$ cat src/rtl/touch_mode_selector.sv
// Touch-driven display-mode selector: steps a wrapping mode index forward/backward
// by touch side, with bounce hold-off and long-press return to the home mode.
module touch_mode_selector #(
    parameter int                   MODE_W         = 2,
    parameter int                   NUM_MODES      = 4,
    parameter int                   COORD_W        = 12,
    parameter logic [COORD_W-1:0]   X_SPLIT        = 12'd2048,
    parameter int                   CNT_W          = 25,
    parameter logic [CNT_W-1:0]     COORD_TIMEOUT  = 25'd100000,
    parameter logic [CNT_W-1:0]     HOLDOFF_CNT    = 25'hFFFFFF,
    parameter logic [CNT_W-1:0]     LONG_PRESS_CNT = 25'h17D7840,
    parameter int                   HOME_MODE      = 0
) (
    input  logic               iCLK,
    input  logic               iRST_n,
    input  logic               iTOUCH_IRQ,
    input  logic [COORD_W-1:0] iX_COORD,
    input  logic [COORD_W-1:0] iY_COORD,
    input  logic               iNEW_COORD,
    output logic [MODE_W-1:0]  oDISPLAY_MODE,
    output logic               oMODE_CHANGED,
    output logic               oLONG_PRESS,
    output logic               oBUSY
);

    typedef enum logic [1:0] {
        ST_IDLE       = 2'd0,
        ST_WAIT_COORD = 2'd1,
        ST_HOLDOFF    = 2'd2
    } state_t;

    localparam logic [MODE_W-1:0] LAST_MODE = MODE_W'(NUM_MODES - 1);
    localparam logic [MODE_W-1:0] HOME      = MODE_W'(HOME_MODE);
    localparam logic [MODE_W-1:0] MODE_ONE  = MODE_W'(1);
    localparam logic [CNT_W-1:0]  CNT_ONE   = CNT_W'(1);
    localparam logic [CNT_W-1:0]  CNT_ZERO  = CNT_W'(0);
    localparam logic [CNT_W-1:0]  TMO_LAST  = COORD_TIMEOUT - CNT_ONE;
    localparam logic [CNT_W-1:0]  LP_LAST   = LONG_PRESS_CNT - CNT_ONE;

    function automatic logic [MODE_W-1:0] mode_fwd(input logic [MODE_W-1:0] m);
        if (m == LAST_MODE) begin
            return '0;
        end else begin
            return m + MODE_ONE;
        end
    endfunction

    function automatic logic [MODE_W-1:0] mode_bwd(input logic [MODE_W-1:0] m);
        if (m == '0) begin
            return LAST_MODE;
        end else begin
            return m - MODE_ONE;
        end
    endfunction

    state_t             state_r, state_nxt_s;
    logic [CNT_W-1:0]   timer_r, timer_nxt_s;
    logic [CNT_W-1:0]   press_r, press_nxt_s;
    logic [MODE_W-1:0]  mode_r, mode_nxt_s;
    logic               changed_r, changed_nxt_s;
    logic               long_r, long_nxt_s;
    logic               busy_r, busy_nxt_s;
    logic               step_s, step_fwd_s;

    // Y coordinate is carried on the port but not used by this block
    logic unused_s;
    assign unused_s = ^iY_COORD;

    // Next-state, timers, step decision and mode update
    always_comb begin
        state_nxt_s   = state_r;
        timer_nxt_s   = timer_r;
        press_nxt_s   = press_r;
        mode_nxt_s    = mode_r;
        changed_nxt_s = 1'b0;
        long_nxt_s    = 1'b0;
        step_s        = 1'b0;
        step_fwd_s    = 1'b0;

        case (state_r)
            ST_IDLE: begin
                if (iTOUCH_IRQ) begin
                    state_nxt_s = ST_WAIT_COORD;
                    timer_nxt_s = CNT_ZERO;
                end else begin
                    state_nxt_s = ST_IDLE;
                end
            end
            ST_WAIT_COORD: begin
                // A coordinate in the timeout cycle still decides direction
                if (iNEW_COORD) begin
                    step_s      = 1'b1;
                    step_fwd_s  = (iX_COORD >= X_SPLIT);
                    state_nxt_s = ST_HOLDOFF;
                    timer_nxt_s = CNT_ZERO;
                end else if (timer_r == TMO_LAST) begin
                    step_s      = 1'b1;
                    step_fwd_s  = 1'b1;
                    state_nxt_s = ST_HOLDOFF;
                    timer_nxt_s = CNT_ZERO;
                end else begin
                    timer_nxt_s = timer_r + CNT_ONE;
                end
            end
            ST_HOLDOFF: begin
                if (timer_r != HOLDOFF_CNT) begin
                    timer_nxt_s = timer_r + CNT_ONE;
                end else begin
                    timer_nxt_s = timer_r;
                end
                if ((timer_r == HOLDOFF_CNT) && !iTOUCH_IRQ) begin
                    state_nxt_s = ST_IDLE;
                end else begin
                    state_nxt_s = ST_HOLDOFF;
                end
            end
            default: begin
                state_nxt_s = ST_IDLE;
                timer_nxt_s = CNT_ZERO;
            end
        endcase

        // Press counter saturates past the trigger so only one long press fires per touch
        if ((state_r == ST_IDLE) || !iTOUCH_IRQ) begin
            press_nxt_s = CNT_ZERO;
        end else if (press_r == LP_LAST) begin
            long_nxt_s  = 1'b1;
            press_nxt_s = LONG_PRESS_CNT;
        end else if (press_r != LONG_PRESS_CNT) begin
            press_nxt_s = press_r + CNT_ONE;
        end else begin
            press_nxt_s = press_r;
        end

        if (long_nxt_s) begin
            mode_nxt_s    = HOME;
            changed_nxt_s = (mode_r != HOME);
        end else if (step_s) begin
            mode_nxt_s    = step_fwd_s ? mode_fwd(mode_r) : mode_bwd(mode_r);
            changed_nxt_s = 1'b1;
        end else begin
            mode_nxt_s    = mode_r;
        end

        busy_nxt_s = (state_nxt_s != ST_IDLE);
    end

    // State and registered outputs
    always_ff @(posedge iCLK or negedge iRST_n) begin
        if (!iRST_n) begin
            state_r   <= ST_IDLE;
            timer_r   <= CNT_ZERO;
            press_r   <= CNT_ZERO;
            mode_r    <= HOME;
            changed_r <= 1'b0;
            long_r    <= 1'b0;
            busy_r    <= 1'b0;
        end else begin
            state_r   <= state_nxt_s;
            timer_r   <= timer_nxt_s;
            press_r   <= press_nxt_s;
            mode_r    <= mode_nxt_s;
            changed_r <= changed_nxt_s;
            long_r    <= long_nxt_s;
            busy_r    <= busy_nxt_s;
        end
    end

    assign oDISPLAY_MODE = mode_r;
    assign oMODE_CHANGED = changed_r;
    assign oLONG_PRESS   = long_r;
    assign oBUSY         = busy_r;

endmodule

$ cat config.mk
export PLATFORM = sky130hd
export DESIGN_NAME = touch_mode_selector
export DESIGN_NICKNAME = d
export VERILOG_FILES = /design/src/rtl/touch_mode_selector.sv
export SDC_FILE = /design/constraint.sdc
export NUM_CORES = 1
export LEC_CHECK = 0
export CAP_MARGIN = 20
export CORE_ASPECT_RATIO = 2
export CORE_MARGIN = 4
export CORE_UTILIZATION = 40
export CTS_BUF_LIST = sky130_fd_sc_hd__clkbuf_16
export DETAILED_ROUTE_END_ITERATION = 7
export PLACE_DENSITY_LB_ADDON = 0.08
export SLEW_MARGIN = 10
export SYNTH_ARGS = -nofsm -noshare
export SYNTH_HDL_FRONTEND = slang
export SYNTH_SLANG_ARGS = --single-unit
$ cat constraint.sdc
create_clock -name iCLK -period 4.9 [get_ports iCLK]
set_input_delay 0.49 -clock iCLK [delete_from_list [all_inputs] [get_ports iCLK]]
set_output_delay 0.49 -clock iCLK [all_outputs]
set_load 0.05 [all_outputs]
# Yosys cells after proc, flatten, opt, wreduce, memory -nomap -nowiden
# Index checks and enable logic that the tools add are counted.
[word_totals]
regBits = 57
input_bits = 28
output_inout_bits = 5
elab_cells = 59
[op_classes]
add_sub_neg = 4
n_reduce_logical = 10
muxes = 27
n_lt_le_gt_ge = 1
n_eq_ne = 10
[ops]
columns = ["cell", "n"]
rows = [
  ["$mux W25", 7],
  ["$pmux W25 S3", 1],
  ["$add A25 B1 Y25 const B", 2],
  ["$eq A25 B17 Y1 const B", 1],
  ["$eq A25 B24 Y1 const B", 1],
  ["$eq A25 B25 Y1 const B", 1],
  ["$ne A25 B24 Y1 const B", 1],
  ["$ne A25 B25 Y1 const B", 1],
  ["$mux W2", 8],
  ["$ge A12 B12 Y1 const B", 1],
  ["$mux W1", 10],
  ["$pmux W2 S3", 1],
  ["$reduce_bool A2 Y1", 3],
  ["$eq A2 B2 Y1 const B", 2],
  ["$logic_not A2 Y1", 2],
  ["$ne A2 B2 Y1 const B", 2],
  ["$reduce_bool A3 Y1", 1],
  ["$add A2 B1 Y2 const B", 1],
  ["$eq A2 B1 Y1 const B", 1],
  ["$reduce_and A2 Y1", 1],
  ["$sub A2 B1 Y2 const B", 1],
  ["$logic_and A1 B1 Y1", 1],
  ["$logic_not A1 Y1", 1],
  ["$logic_or A1 B1 Y1", 1],
]

# Logic depth before layout (Yosys ltp)
[depth]
word_depth = 7
depth_mapped = 8
ltp_nobuf = 7

# Worst setup path after synthesis
# Ideal clock, no wire load.
[synth_path]
kind = "flip-flop to flip-flop"
from = "reg timer_r[0]"
to = "reg timer_r[11]"
arrival_time_ns = 1.963
path_slack_ns = 2.802
required_time_ns = 4.764
n_path_buf = 1
stages_incl_launch_ff = 8
period_less_slack_ns = 2.098
setup_ns = 0.136
path_cell_list = "dfrtp_1 -> ha_1 -> nand4_1 -> nor4_1 -> a21oi_1 -> o211ai_4 -> buf_4 -> o211ai_1"
[synth_between]
elab_chain_len = 4
elab_cells_between_ends = 9
cone_classes = "add/sub: 1; eq/ne: 3; mux: 4; reduce/logical: 1"
[synth_rtl]
columns = ["element", "line_no", "source"]
rows = [
  ["start, declared", "57", "logic [CNT_W-1:0] timer_r, timer_nxt_s;"],
  ["start signal, assigned", "160", "timer_r <= timer_nxt_s;"],
  ["$add A25 B1 Y25 / $eq A25 B17 Y1 (equally long branches)", "102, 107, 96", ""],
  ["$mux W25", "96", "end else if (timer_r == TMO_LAST) begin"],
  ["$mux W25", "91", "if (iNEW_COORD) begin"],
  ["$pmux W25 S3", "80", "case (state_r)"],
]
# Parallel ways exist; a longest one is shown, timed or not. The select of a mux whose other input is x is not followed.
# A chain may end at the register's enable or synchronous reset.

# Worst setup path in the final report
[layout_path]
from = "reg timer_r[0]"
to = "reg timer_r[10]"
# Same word-level chain as after synthesis.

==> impl_metrics.tcl <==
set metrics [dict create \
    initial_utilization 0.410 \
    area_delta_synth_final_pct 11.9 \
    cp_data_arrival_time_ns 2.86 \
    timing_hold_violations_final 0 \
    p_seq_frac 0.332 \
    synth.top_cells.by_count "dfrtp_1, nand2_1, nor2_1" \
    die_height_um 141 \
    finalSetupViolations 0 \
    setup.worst_path.end "timer_r[10]" \
    asyncSetResetFlopFracSynth 1.00 \
    core.rowCount 48 \
    vias_in_the_first_global_route 3121 \
    final.hold.worst_slack_ns 0.301 \
    grt_antenna_before_repair 0 \
    fmaxAchievable_ghz 0.373 \
    cts_root_buf "clkbuf_16" \
    power.internal_w 0.00101 \
    timing_worst_slew_pin_value_ns 0.974 \
    clkSinkCount 57 \
    cp_max_fo 14 \
    drt-initial-drc-count 103 \
    netlist_area_sq_um 3520 \
    drt-pass1-iter-count 4 \
    die_area_sq_um 10500 \
    number_of_flops_mapped_to_enable_cells_by_yosys 0 \
    drt-wirelength-per-cell_um 17.7 \
    final.min_clock_period_ns 2.68 \
    relative_contribution_of_combinational_cells_to_total_power 0.290 \
    hold_path_class "input port to async pin" \
    ff_latch_area_sq_um 1430 \
    worst_skew_pair.late_latency_ns 0.33 \
    worst-endpoint-required_ns 5.08 \
    grt_use_total 0.190 \
    ff2ff_setup_slack_ns 2.22 \
    vias 2970 \
    avgViaCountPerCell 5.95 \
    syn_nets 426 \
    reg2reg_from "timer_r[0]" \
    dr_wl_met3_um 146 \
    drtAntennaViolNets 0 \
    power_density_nw_per_um2 408 \
    worstReg2RegEnd "timer_r[10]" \
    yosys_register_bits 57 \
    maximum_capacitance_violations 0 \
    detail_route.wirelength_um 8830 \
    fin_nets 431 \
    power.switching_fraction 0.373 \
    timing_max_transition_violations_final 0 \
    synthesis.instances 389 \
    switching_power_w 0.000600 \
    ys_dominant_reg_cell "dfrtp_1" \
    final.fill_count 846 \
    rsz0062_at_grt "no" \
    grt_max_degree 58 \
    io_pins 33 \
    yosys_cell_types 56 \
    power.ir.vdd_worst_v 0.000233 \
    drive_gt1_frac 0.100 \
    syn-mean-instance-area_sq_um 9.06 \
    gpl.final_weighted_congestion 0.811 \
    skew_ns 0.00517 \
    cts_tree "built" \
    worstSetupEndpointType "register" \
    cts.path.max_buffers 2 \
    placement.io_buffers 9 \
    synth_top_area_frac 0.405 \
    first_pass_grt_wire_length_um 15500 \
    synthTopCellsByArea "dfrtp_1, nand2_1, o2111ai_1, nor2_1, o211ai_1" \
    cts-buffers-inserted 9 \
    finalCritPeriodShare 0.547 \
    num_antenna_cells 0 \
    postCtsHoldBufs 0 \
    wirelength_met1_um 3370 \
    global_route.overflow_total 0 \
    cts.repair_timing.setup_buffer_count 0 \
    run_status "finished clean" \
    worst-r2r-cell-count 7 \
    synth_most_common_cell "dfrtp_1" \
    crit_path_start "timer_r[0]" \
    synth_top_area_cell "dfrtp_1" \
    critical_path.startpoint_type "register" \
    crit_type "register to register" \
    top_layer_used "met4" \
    htreeDepth 3 \
    synth_warnings 0 \
    leakage_nw 1.45 \
    synth.yosys.seq_area_share 0.405 \
    tns_ns 0 \
    post-dp-hpwl_um 6160 \
    post_cts.resized_instances 0 \
    relative_slew_slack 0.345 \
    path_clk_slew_ns 0.05 \
    clock_power_share 0.379 \
    core_sq_um 8590 \
    drc 0 \
    met2RoutedLength_um 5070 \
    multiInputGateArea_sq_um 1920 \
    dieWidth_um 74.4 \
]
state kept, by name, indices dropped and copies added (netlist names):
name and flops:
oBUSY 1, oDISPLAY_MODE 2, oLONG_PRESS 1, oMODE_CHANGED 1, press_r 25, state_r 2
timer_r 25
layout make-up:
class | instances | area share
clock inverters | 7 | 0.0155
clock buffers | 9 | 0.0571
multi-input cells | 297 | 0.488
inverters | 14 | 0.0133
repair buffers | 15 | 0.0330
well taps | 100 | 0.0317
flip-flops and latches | 57 | 0.362
cell usage in the layout (no fill, tap or decap), types with 3 or more instances in the layout:
cell type	synthesis	final
or2_2	5	5
and2_1	5	5
o2111ai_1	21	21
nor3_1	8	8
or3_1	8	8
xor2_1	12	12
o21ai_0	10	10
clkdlybuf4s50_1	0	8
nor2b_1	3	3
ha_1	9	9
clkinv_1	0	3
nand3_1	20	20
nand2b_1	3	3
and3_1	4	4
or3_2	3	3
a21oi_1	7	7
nand4_1	12	12
nor2_1	34	34
buf_4	3	6
o211ai_1	17	17
xnor2_1	10	10
clkbuf_16	0	9
inv_1	14	14
and4_1	7	7
nor4_1	11	11
dfrtp_1	57	57
nand2_1	54	54
worst min path at each step:
stage	end
6_report	press_r[2]
3_5_place_dp	timer_r[1]
3_3_place_gp	timer_r[1]
2_1_floorplan	oBUSY
4_1_cts	press_r[2]
5_1_grt	press_r[2]
power groups by stage:
stage	clock network [W]	registers [W]	logic, W
2_1_floorplan	0	0.000585	0.000291
3_3_place_gp	0	0.000542	0.000469
3_5_place_dp	0	0.000543	0.000472
4_1_cts	0.000624	0.000534	0.000474
5_1_grt	0.000647	0.000540	0.000509
6_report	0.000609	0.000534	0.000466
through the flow:
step                area, sq um  worst slack, ns  cells  total power [W]  utilization
floorplan                  3520             2.80    389         0.000876            -
global placement           3660             2.22    483          0.00101        0.426
detailed placement         3660             2.21    483          0.00101        0.426
CTS                        3940             2.19    499          0.00163        0.459
global route               3940             1.97    499          0.00170        0.459
finish                     3940             2.22    499          0.00161        0.459
routing by layer:
metal / vias up / global-route usage
li1: 1454 / -
met1: 1462 / 0.208
met2: 34 / 0.338
met3: 20 / 0.0328
met4: 0 / 0.0957
met5: - / 0
worst max-delay path: stages, from the launching register on:
cell and delay, ns:
dfrtp_1 0.42, ha_1 0.28, nand4_1 0.26, nor4_1 0.73, a21oi_1 0.13, buf_4 0.24, o211ai_4 0.24, o221ai_1 0.21
cell families after synthesis:
kind of cell | share of synthesized area
compound gates | 0.166
xor+xnor | 0.0547
buf+inv | 0.0497
simple gates | 0.288
mux | 0.00568
flops | 0.405
fa+ha+maj | 0.0319
No activity file was read; power rests on OpenSTA's default activity.
